$ cat src/rtl/pulse_stretcher_pkg.sv
// rtl/pulse_stretcher_pkg.sv - shared state encodings and drop counter helpers
package pulse_stretcher_pkg;

  localparam logic [1:0] ST_IDLE   = 2'b00;
  localparam logic [1:0] ST_ACTIVE = 2'b01;
  localparam logic [1:0] ST_GUARD  = 2'b10;

  localparam int              DROP_W   = 8;
  localparam logic [DROP_W-1:0] DROP_SAT = {DROP_W{1'b1}};

  // Clear beats a simultaneous drop; the count never wraps past saturation.
  function automatic logic [DROP_W-1:0] drop_next(input logic [DROP_W-1:0] cur,
                                                  input logic              clr,
                                                  input logic              drop);
    logic [DROP_W-1:0] nxt;
    nxt = cur;
    if (clr)
      nxt = '0;
    else if (drop && cur != DROP_SAT)
      nxt = cur + 1'b1;
    return nxt;
  endfunction

endpackage

$ cat src/rtl/pulse_stretcher_d_ff.sv
// rtl/pulse_stretcher_d_ff.sv - generic register with asynchronous active-high reset to zero
module pulse_stretcher_d_ff #(
  parameter int D_SIZE = 1
) (
  input  logic              clk,
  input  logic              reset,
  input  logic [D_SIZE-1:0] d,
  output logic [D_SIZE-1:0] q
);

  always_ff @(posedge clk or posedge reset) begin
    if (reset)
      q <= '0;
    else
      q <= d;
  end

endmodule

$ cat src/rtl/pulse_stretcher.sv
// rtl/pulse_stretcher.sv - stretches an enable edge into a C_MAX-cycle level with optional hold-off
module pulse_stretcher
  import pulse_stretcher_pkg::*;
#(
  parameter int C_SIZE = 4,
  parameter int C_MAX  = 10,
  parameter int G_MAX  = 0,
  parameter int RETRIG = 0
) (
  input  logic              clk,
  input  logic              reset,
  input  logic              en,
  input  logic              clr_drop,
  output logic              en_s,
  output logic              busy,
  output logic              done,
  output logic [DROP_W-1:0] drop_cnt
);

  localparam logic [C_SIZE-1:0] C_LAST = C_SIZE'(C_MAX - 1);
  localparam logic [C_SIZE-1:0] G_LAST = (G_MAX > 0) ? C_SIZE'(G_MAX - 1) : '0;

  logic              r_en_q;
  logic [1:0]        r_state;
  logic [C_SIZE-1:0] r_cnt;
  logic [2:0]        r_flags;
  logic [DROP_W-1:0] r_drop;

  logic              w_event;
  logic              w_drop;
  logic [1:0]        w_state_nxt;
  logic [C_SIZE-1:0] w_cnt_nxt;
  logic              w_en_s_nxt;
  logic              w_busy_nxt;
  logic              w_done_nxt;
  logic [DROP_W-1:0] w_drop_nxt;

  assign w_event = en & ~r_en_q;

  always_comb begin
    w_state_nxt = r_state;
    w_cnt_nxt   = r_cnt;
    w_en_s_nxt  = 1'b0;
    w_busy_nxt  = 1'b0;
    w_done_nxt  = 1'b0;
    w_drop      = 1'b0;
    case (r_state)
      ST_IDLE: begin
        w_cnt_nxt = '0;
        if (w_event) begin
          w_state_nxt = ST_ACTIVE;
          w_en_s_nxt  = 1'b1;
          w_busy_nxt  = 1'b1;
        end
      end
      ST_ACTIVE: begin
        w_cnt_nxt  = r_cnt + 1'b1;
        w_en_s_nxt = 1'b1;
        w_busy_nxt = 1'b1;
        // A retrigger outranks termination, even on the last active cycle.
        if (w_event && RETRIG != 0) begin
          w_cnt_nxt = '0;
        end else begin
          w_drop = w_event;
          if (r_cnt == C_LAST) begin
            w_cnt_nxt  = '0;
            w_en_s_nxt = 1'b0;
            w_done_nxt = 1'b1;
            if (G_MAX > 0) begin
              w_state_nxt = ST_GUARD;
            end else begin
              w_state_nxt = ST_IDLE;
              w_busy_nxt  = 1'b0;
            end
          end
        end
      end
      ST_GUARD: begin
        w_cnt_nxt  = r_cnt + 1'b1;
        w_busy_nxt = 1'b1;
        w_drop     = w_event;
        if (r_cnt == G_LAST) begin
          w_state_nxt = ST_IDLE;
          w_cnt_nxt   = '0;
          w_busy_nxt  = 1'b0;
        end
      end
      default: begin
        w_state_nxt = ST_IDLE;
        w_cnt_nxt   = '0;
      end
    endcase
  end

  assign w_drop_nxt = drop_next(r_drop, clr_drop, w_drop);

  pulse_stretcher_d_ff #(.D_SIZE(1)) u_en_q (
    .clk(clk), .reset(reset), .d(en), .q(r_en_q)
  );

  pulse_stretcher_d_ff #(.D_SIZE(2)) u_state (
    .clk(clk), .reset(reset), .d(w_state_nxt), .q(r_state)
  );

  pulse_stretcher_d_ff #(.D_SIZE(C_SIZE)) u_cnt (
    .clk(clk), .reset(reset), .d(w_cnt_nxt), .q(r_cnt)
  );

  pulse_stretcher_d_ff #(.D_SIZE(3)) u_flags (
    .clk(clk), .reset(reset), .d({w_en_s_nxt, w_busy_nxt, w_done_nxt}), .q(r_flags)
  );

  pulse_stretcher_d_ff #(.D_SIZE(DROP_W)) u_drop (
    .clk(clk), .reset(reset), .d(w_drop_nxt), .q(r_drop)
  );

  assign en_s     = r_flags[2];
  assign busy     = r_flags[1];
  assign done     = r_flags[0];
  assign drop_cnt = r_drop;

endmodule

$ cat config.mk
export PLATFORM = sky130hd
export DESIGN_NAME = pulse_stretcher
export DESIGN_NICKNAME = d
export VERILOG_FILES = /design/src/rtl/pulse_stretcher_pkg.sv /design/src/rtl/pulse_stretcher_d_ff.sv /design/src/rtl/pulse_stretcher.sv
export SDC_FILE = /design/constraint.sdc
export NUM_CORES = 1
export LEC_CHECK = 0
export BUFFER_PORTS_ARGS = -buffer_cell sky130_fd_sc_hd__clkbuf_2
export CAP_MARGIN = 10
export CORE_UTILIZATION = 40
export CTS_CLUSTER_DIAMETER = 100
export CTS_CLUSTER_SIZE = 30
export DETAILED_ROUTE_END_ITERATION = 12
export GPL_TIMING_DRIVEN = 0
export MAX_ROUTING_LAYER = met4
export PLACE_DENSITY = 0.72
export SLEW_MARGIN = 20
export SYNTH_ARGS = -nofsm -noshare
export SYNTH_HDL_FRONTEND = slang
export SYNTH_SLANG_ARGS = --single-unit
$ cat constraint.sdc
create_clock -name clk -period 3.9 [get_ports clk]
set_input_delay 0.195 -clock clk [delete_from_list [all_inputs] [get_ports clk]]
set_output_delay 0.195 -clock clk [all_outputs]
set_load 0.01 [all_outputs]
== After elaboration in Yosys (flattened, before gate mapping) ==
Index checks and enable logic that the tools add are counted.

* Register bits after elaboration: 18
* Bits in latches: 0
* RAM bits: 0
* ROM bits: 0
* Input bits: 4
* Output and inout port bits: 11
* Word-level logic and storage cells: 39
* Memories: 0

* Add/subtract/negate cells: 2
* $mul: 0
* Div/mod/pow operators: 0
* $lt $le $gt $ge: 0
* Equal/unequal tests: 7
* Shifts and indexed selects: 0
* Muxes and demuxes: 17
* Bitwise logic cells: 2
* Reduce and logical (&&, ||, !) cells: 6

{| class="wikitable"
|+ Operators by type and width
! operator !! number
|-
| $mux 8 || 2
|-
| $add 8x1->8 const B || 1
|-
| $mux 4 || 2
|-
| $ne 8x8->1 const B || 1
|-
| $pmux 4 s2 || 1
|-
| $mux 1 || 6
|-
| $mux 2 || 3
|-
| $ne 2x2->1 const B || 3
|-
| $pmux 2 s3 || 1
|-
| $add 4x1->4 const B || 1
|-
| $eq 4x4->1 const B || 1
|-
| $logic_not 4->1 || 1
|-
| $pmux 1 s3 || 1
|-
| $reduce_and 3->1 || 1
|-
| $eq 2x1->1 const B || 1
|-
| $eq 2x2->1 const B || 1
|-
| $logic_not 2->1 || 1
|-
| $pmux 1 s2 || 1
|-
| $reduce_bool 2->1 || 1
|-
| $reduce_or 2->1 || 1
|-
| $and 1x1->1 || 1
|-
| $logic_and 1x1->1 || 1
|-
| $not 1->1 || 1
|}

== Longest topological paths before layout ==
Gate-level depths: netlist of run 1.

* Depth after elaboration: 6
* Depth in mapped cells: 5

== By module ==
A second synthesis of run 1 with hierarchy kept.

* Cells, all modules: 100
* Area, all modules: 964.7 um^2

{| class="wikitable"
|+ Modules (own cells, without submodules)
! module !! times used !! cells an instance !! area an instance (um^2) !! seq. area each (um^2)
|-
| pulse_stretcher || 1 || 77 || 495.5 || 0.0
|-
| pulse_stretcher_d_ff (u_drop) || 1 || 9 || 203.9 || 200.2
|-
| pulse_stretcher_d_ff (u_cnt) || 1 || 5 || 103.8 || 100.1
|-
| pulse_stretcher_d_ff (u_flags) || 1 || 4 || 78.8 || 75.1
|-
| pulse_stretcher_d_ff (u_state) || 1 || 3 || 53.8 || 50.0
|-
| pulse_stretcher_d_ff (u_en_q) || 1 || 2 || 28.8 || 25.0
|}

== Least setup slack after synthesis of run 1 ==
OpenSTA, ideal clock, no wires.

* Path kind: register to register
* Start point: reg u_drop.q[0]
* End point: reg u_drop.q[2]
* Library setup time: 125 ps
* Data arrival time: 1418 ps
* Setup slack: 2357 ps
* Cell stages (with the launch flop): 5
* Buffers on the path: 0
* Clock period less this slack: 1543 ps
* Cells stage by stage: dfrtp_1 ha_1 and4_4 a211oi_2 mux2_4

* Cells in the longest elaborated chain, start to end: 3
* Elaborated cells on any way between the ends: 6
* Those cells by class: add/sub (1); eq/ne (1); mux (2); reduce/logical (2)

{| class="wikitable"
|+ Ends and longest elaborated chain
! element !! RTL line !! source
|-
| start: declaration || pulse_stretcher_d_ff.sv:8 || <nowiki>output logic [D_SIZE-1:0] q</nowiki>
|-
| start signal: assignment || pulse_stretcher_d_ff.sv:13 || <nowiki>q <= '0;</nowiki>
|-
| start signal: assignment || pulse_stretcher_d_ff.sv:15 || <nowiki>q <= d;</nowiki>
|-
| $add 8x1->8 / $ne 8x8->1 (equally long branches) || pulse_stretcher_pkg.sv:20, pulse_stretcher_pkg.sv:19 ||
|-
| $mux 8 / $logic_and 1x1->1 (equally long branches) || pulse_stretcher_pkg.sv:19 || <nowiki>else if (drop && cur != DROP_SAT)</nowiki>
|-
| $mux 8 / $reduce_bool 2->1 (equally long branches) || -- ||
|}

Parallel ways exist; a longest one is shown, timed or not. The select of a mux whose other input is x is not followed.
A chain may end at the register's enable or synchronous reset.

== Worst setup path in the final report of run 1 ==
* Start point: reg u_drop.q[0]
* End point: reg u_drop.q[3]

The elaborated chain is that of the path after synthesis.

==> results of run 1 <==
==> logic make-up after synthesis <==
kind of cell	Yosys count	synth area share, %
mux	5	7.944
fa+ha+maj	3	4.256
flops	16	45.39
buf+inv	6	2.978
simple gates	33	24.40
compound gates	17	15.03
==> report_power, final <==
group / internal [mW] / switching, mW / total (mW) / leakage (nW)
logic: 0.0633 / 0.0576 / 0.121 / 0.273
registers: 0.198 / 0.0322 / 0.230 / 0.205
clock network: 0.0569 / 0.0535 / 0.110 / 0.0210
==> timing repair <==
| item | CTS | global route |
|---|---|---|
| endpoints found under the hold margin | 16 | 0 |
| resized for setup | 0 | 0 |
| setup buffers | 0 | 0 |
| hold buffers | 1 | 0 |
==> sequential cells by signal, indices dropped and copies added (netlist names) <==
register / flops
u_cnt.q: 4
u_flags.q: 2
u_drop.q: 8
u_en_q.q: 1
u_state.q: 1
==> worst min path at each step <==
stage	to	slack [ns]	start
6_report	u_en_q.q	0.07	en
5_1_grt	u_en_q.q	0.06	en
4_1_cts	u_en_q.q	0.06	en
3_5_place_dp	u_cnt.q[0]	0.29	reset
3_3_place_gp	u_drop.q[1]	0.29	reset
2_1_floorplan	u_cnt.q[0]	0.11	reset
==> layout by cell type, fill, tap and decap left out <==
cell | netlist | final
ha_1 | 3 | 3
a211oi_1 | 2 | 2
a21bo_2 | 1 | 1
clkbuf_4 | 0 | 3
and3b_2 | 1 | 1
nand3_1 | 2 | 2
a311oi_1 | 1 | 1
clkbuf_2 | 0 | 14
a21oi_2 | 1 | 1
and4_4 | 2 | 2
nand4_2 | 1 | 1
nand2_1 | 1 | 1
nand2b_1 | 4 | 4
o21ai_0 | 1 | 1
clkbuf_1 | 1 | 1
and4b_1 | 1 | 1
nand3b_2 | 1 | 1
a211oi_2 | 2 | 2
mux2i_1 | 1 | 1
nand3b_1 | 1 | 1
buf_4 | 1 | 1
a31oi_1 | 1 | 1
a21oi_1 | 3 | 3
nor2b_1 | 6 | 6
nor3_1 | 1 | 1
mux2_4 | 4 | 4
inv_1 | 4 | 4
dlygate4sd3_1 | 0 | 1
dfrtp_1 | 16 | 16
a21boi_0 | 4 | 4
and3b_1 | 1 | 1
clkbuf_8 | 0 | 1
a41oi_1 | 1 | 1
nor2_1 | 7 | 7
and2_1 | 1 | 1
and3_1 | 3 | 3
==> metal layers <==
metal  routed length [um]  GRT usage, %  up-vias
li1                     -             -      327
met1                  778         19.68      321
met2                  743         24.54       13
met3                   49         3.738        4
met4                   43         10.29        0
met5                    0             -        -
==> area by class of cell <==
| type | count | area (sq um) | area share (%) |
|---|---|---|---|
| buffer | 2 | 11.26 | 1.091 |
| clock buffer | 4 | 36.28 | 3.515 |
| inverter | 4 | 15.01 | 1.455 |
| multi-input combinational | 58 | 455.4 | 44.12 |
| sequential | 16 | 400.4 | 38.79 |
| tap | 27 | 33.78 | 3.273 |
| timing repair buffer | 15 | 80.08 | 7.758 |
==> critical path, delay by kind of cell (launching register included) <==
| family | cells | cell delay (ns) |
|---|---|---|
| AO/OA/AOI/OAI | 1 | 0.23 |
| flip-flops | 1 | 0.45 |
| AND/OR/NAND/NOR | 1 | 0.24 |
| adder cells (fa/ha/maj) | 1 | 0.28 |
| multiplexers | 1 | 0.32 |
==> stage by stage <==
step                      power, mW  util (%)
after floorplan              0.3175         -
after global placement       0.3469     48.76
after detailed placement     0.3565     48.76
after CTS                    0.4674     51.05
after global routing         0.4966     51.05
final                        0.4609     51.05
==> reports/metrics.cfg, run 1 <==
[floorplanning]
die-area_sq_um=2397
initial_core_util_pct=43.63
die_x_um=48.96
placementRows=16
coreArea_sq_um=2022
io_pins=15
fp.dieH_um=48.96

[synthesis]
syn_inst=80
post_synth_num_cell_types=32
syn_area_per_cell_sq_um=11.03
yosysTopAreaCell=dfrtp_1
ys_seq_area_share_pct=45.39
yosysMostFrequentCell=dfrtp_1
ys_top_cells_by_area=dfrtp_1, mux2_4, ha_1
ys_async_sr_fraction_pct=100.0
syn_area_sq_um=882.1
yosysWarnings=0
synth_top_area_share_pct=45.39
synth_nets=87
synthTopCellsByCount=dfrtp_1, nor2_1, nor2b_1
synthFlopType=dfrtp_1
ys_ff_latch=16
synth_edf_count=0

[power]
p_per_area_nw_per_um2=446.5
leakage_nw=0.4986
vdd_drop_max_uv=214.0

[worst_setup_path]
ff2ff_path_depth=4
endpoint_kind=register
cp_cell_sequence=ha_1 -> and4_4 -> a211oi_2 -> mux2_4
rr_endpoint=u_drop.q[3]
r2r-start=u_drop.q[0]
crit_start=u_drop.q[0]
critical_path_required_ns=4.09
reg2reg_slack_ns=2.27
worst-path-max-fanout=6
crit_path_top_delay_cell=dfrtp_1
crit_end=u_drop.q[3]
start_kind=register
critPathKind=reg -> reg
cpPeakStageDelay_ns=0.45
critical_path_arrival_ns=1.81

[final_layout]
nFillCells=196
area_delta_synth_final_pct=17.02
drive_above_1_share_pct=32.32
fin_area_sq_um=1032
fin_nets=107
antenna_cells=0
instances_no_fill=126

[global_route]
grt_max_degree=17
antenna_found_initial=0
groute.usage.overall_pct=16.30
grt_pass1_wl_um=2801
grt_pass1_vias=629
grt_remaining_overflow=0

[clock_network]
cts_buffers=3
clk_pin_slew_ns=0.10
ctsRootBufferMaster=clkbuf_4
htreeDepth=1
cts.sinks=16
insertion_delay_ns=0.29
cts_buffer_depth=2
cts_tree=yes

[routing]
dr.pass1.iters=3
drtAntennaViolNets=0
routed_wl_um=1614
drcViolationCount=0
drt-initial-drc-count=9
avgViaCountPerCell=5.278
wl_per_cell_um=12.81
route.vias.total=665

[timing]
fin_crit_sh_pct=41.72
worst_pin_slew_ns=0.6103
timing.final.hold_violations=0
setup_viol=0
relSlewSlack_pct=59.27
fin_crit_ns=1.627
finalMaxSlewViolations=0
setup_slack_ns=2.273
finClkSkew_ns=0.005760
max_freq_mhz=614.6
fin_hold_ws_ns=0.06546
rsz0062_at_grt=no
tns_ns=0

[place]
dpl_worst_slack_ns=2.301
dp.final_hpwl_um=1164
portBuffers=14
routabilityCongestion=0.7538
place_area_sq_um=985.9
dp.cells=121

[hold_path]
hp-class=in -> reg
min_path_cells=1

[run]
drv_cap=0

[run_status]
run_status=completed

(Power assumes the default switching activity.)
==> inputs of run 2 (changes only) <==
--- a/config.mk
+++ b/config.mk
@@ -5,6 +5,7 @@
 export SDC_FILE = /design/constraint.sdc
 export NUM_CORES = 1
 export LEC_CHECK = 0
+export ABC_AREA = 1
 export BUFFER_PORTS_ARGS = -buffer_cell sky130_fd_sc_hd__clkbuf_2
 export CAP_MARGIN = 10
 export CORE_UTILIZATION = 40
@@ -13,7 +14,7 @@
 export DETAILED_ROUTE_END_ITERATION = 12
 export GPL_TIMING_DRIVEN = 0
 export MAX_ROUTING_LAYER = met4
-export PLACE_DENSITY = 0.72
+export PLACE_DENSITY = 0.73
 export SLEW_MARGIN = 20
 export SYNTH_ARGS = -nofsm -noshare
 export SYNTH_HDL_FRONTEND = slang
==> constraint.sdc (replaced) <==
create_clock -name clk -period 1.5 [get_ports clk]
set_input_delay 0.075 -clock clk [delete_from_list [all_inputs] [get_ports clk]]
set_output_delay 0.075 -clock clk [all_outputs]
set_load 0.01 [all_outputs]
==> run 2 against run 1 <==
Against the previous run:
- worst hold slack gained 0.022 ns
- critical endpoint is now u_drop.q[0]
- sequential share of layout area grew 2.0 points
- critical path depth grew 2
- fmax grew 18%
- register-to-register slack lost 2.2 ns
==> reports/metrics.cfg, run 2 <==
[power]
swShare_pct=31.83  ; +0.75 points
intPower_uw=779.6  ; +150%
p_per_area_nw_per_um2=1166  ; +160%
p_switching_uw=363.9  ; +150%
combPwrFrac_pct=23.9  ; -2.3 points
p_seq_share_pct=50.7  ; +0.9 points
vdd_drop_max_uv=704.4  ; +230%
p_clk_share_pct=25.4  ; +1.5 points
leakage_nw=0.5140  ; +3.1%

[synthesis]
yosysTopAreaCell=dfrtp_1
syn_inst=104  ; +30%
synthTopCellsByCount=nand2_1, dfrtp_1, nor2_1
syn_area_per_cell_sq_um=7.892  ; -28%
synth_nets=111  ; +28%
yosysMostFrequentCell=nand2_1
syn_area_sq_um=820.8  ; -7.0%
synth_top_area_share_pct=48.78  ; +3.4 points
ys_ff_latch=16  ; unchanged
ys_top_cells_by_area=dfrtp_1, nand2_1, nor2_1
ys_seq_area_share_pct=48.78  ; +3.4 points
synthFlopType=dfrtp_1
post_synth_num_cell_types=17  ; -47%
ys_async_sr_fraction_pct=100.0  ; unchanged
synth_edf_count=0  ; unchanged
yosysWarnings=0  ; unchanged

[clock_network]
clk_pin_slew_ns=0.10  ; about the same
cts.sinks=16  ; unchanged
htreeDepth=1  ; unchanged
cts_buffer_depth=2  ; unchanged
post_cts_buffers=0  ; unchanged
cts_tree=yes
insertion_delay_ns=0.29  ; about the same
cts_buffers=3  ; unchanged
ctsRootBufferMaster=clkbuf_4

[routing]
wl_per_cell_um=10.11  ; -21%
drcViolationCount=0  ; unchanged
route.vias.total=701  ; +5.4%
routed_wl_um=1526  ; -5.5%
drt-initial-drc-count=16  ; +7
dr.pass1.iters=4  ; +1
avgViaCountPerCell=4.642  ; -12%
drtAntennaViolNets=0  ; unchanged

[timing]
relSlewSlack_pct=58.41  ; -0.85 points
finClkSkew_ns=0.01057  ; +0.004808 ns
finalMaxSlewViolations=0  ; unchanged
timing.final.hold_violations=0  ; unchanged
setup_viol=0  ; unchanged
fin_hold_ws_ns=0.08742  ; +0.02195 ns
rsz0062_at_grt=no
fin_crit_ns=1.380  ; -0.2472 ns
worst_pin_slew_ns=0.6231  ; +0.01274 ns
max_freq_mhz=724.8  ; +18%
fin_crit_sh_pct=91.99  ; +50 points
tns_ns=0  ; unchanged

[worst_setup_path]
crit_end=u_drop.q[0]
reg2reg_slack_ns=0.12  ; -2.15 ns
critical_path_required_ns=1.72  ; -2.37 ns
critical_path_arrival_ns=1.60  ; -0.21 ns
ff2ff_path_depth=6  ; +2
crit_start=u_drop.q[0]
rr_endpoint=u_drop.q[0]
endpoint_kind=register
crit_path_top_delay_cell=dfrtp_1
worst-path-max-fanout=4  ; -2
r2r-start=u_drop.q[0]
cpPeakStageDelay_ns=0.43  ; -0.02 ns
critPathKind=reg -> reg
cp_cell_sequence=ha_1 -> nand2_2 -> nor2_2 -> a21oi_1 -> nand3_1 -> o21ai_1
start_kind=register

[final_layout]
area_delta_synth_final_pct=19.51
largest_reg_flops=8  ; unchanged
drive_above_1_share_pct=20.16  ; -12 points
regMostFlops=u_drop.q
layout_commonest_cell=nand2_1
final_cell_mix=nand2_1, dfrtp_1, nor2_1, clkbuf_2, inv_1
antenna_cells=0  ; unchanged
fin_nets=132  ; +23%
top_regs=u_drop.q: 8 flops, u_cnt.q: 4 flops, u_flags.q: 2 flops

[place]
routabilityCongestion=0.8284  ; +9.9%
portBuffers=14  ; unchanged
dp.final_hpwl_um=1127  ; -3.1%

[global_route]
grt_max_degree=17  ; unchanged
groute.usage.overall_pct=15.84  ; -0.46 points
grt_remaining_overflow=0  ; unchanged
antenna_found_initial=0  ; unchanged
grt_pass1_vias=552  ; -12%
grt_pass1_wl_um=2304  ; -18%

[floorplanning]
fp.dieH_um=47.30  ; -3.4%
coreArea_sq_um=1942  ; -4.0%
die_x_um=47.30  ; -3.4%
die-area_sq_um=2237  ; -6.7%
placementRows=16  ; unchanged
initial_core_util_pct=42.27  ; -1.4 points
io_pins=15  ; unchanged

[run_status]
run_status=completed

[hold_path]
hp-class=in -> reg

[run]
drv_cap=0  ; unchanged

-- run 2: logic make-up (layout without fill, tap and decap cells) --
family,Yosys count,after routing,synth area share [%]
xor+xnor,2,2,2.135
compound gates,6,6,3.657
flops,16,16,48.78
fa+ha+maj,3,3,4.574
buf+inv,14,34,7.470
simple gates,63,63,33.38
-- run 2: stage by stage --
step           utilization (%)  power [mW]  cells  setup slack, ns  area, sq um
2_1_floorplan                -      0.7752    104           0.2323        820.8
3_3_place_gp             47.62      0.8398    145           0.1791        924.6
3_5_place_dp             47.62      0.8613    145           0.1525        924.6
4_1_cts                  50.52       1.153    151           0.1313        980.9
5_1_grt                  50.52       1.216    151          0.01201        980.9
6_report                 50.52       1.144    151           0.1202        980.9
-- run 2: how the worst min path moves through the flow --
stage / startpoint / to / slack, ns / depth (start not counted)
4_1_cts: clr_drop / u_drop.q[4] / 0.08 / 4
2_1_floorplan: reset / u_cnt.q[0] / -0.01 / 1
6_report: clr_drop / u_drop.q[4] / 0.09 / 4
3_5_place_dp: reset / u_cnt.q[1] / 0.17 / 2
3_3_place_gp: reset / u_drop.q[6] / 0.16 / 2
5_1_grt: clr_drop / u_drop.q[4] / 0.11 / 4
-- run 2: repair_timing --
| action | CTS | global route |
|---|---|---|
| resized for setup | 0 | 0 |
| hold buffers | 2 | 0 |
| endpoints found under the hold margin | 17 | 0 |
-- run 2: area by class of cell --
cell class | count | area (sq um)
repair buffers | 16 | 90.09
fillers | 198 | 960.9
plain buffers | 1 | 7.507
flip-flops and latches | 16 | 400.4
inverters | 13 | 53.80
well taps | 27 | 33.78
multi-input cells | 74 | 359.1
clock buffers | 4 | 36.28
-- run 2: routing by layer --
metal  routed length, um  track usage, %
met5                   0               -
met1                 761           20.24
met4                  41           10.29
met2                 676           22.19
met3                  47           3.462
-- run 2: power by group through the flow --
stage          logic (mW)  clock network, mW  registers (mW)
3_5_place_dp        0.272                  0           0.589
4_1_cts             0.276              0.296           0.581
2_1_floorplan       0.192                  0           0.584
5_1_grt             0.312              0.309           0.594
3_3_place_gp        0.259                  0           0.580
6_report            0.273              0.290           0.580
-- run 2: critical path, delay by kind of cell, from the launching register on --
kind / cells / cell delay, ns
flip-flops: 1 / 0.43
AO/OA/AOI/OAI: 2 / 0.39
AND/OR/NAND/NOR: 3 / 0.26
adder cells (fa/ha/maj): 1 / 0.24
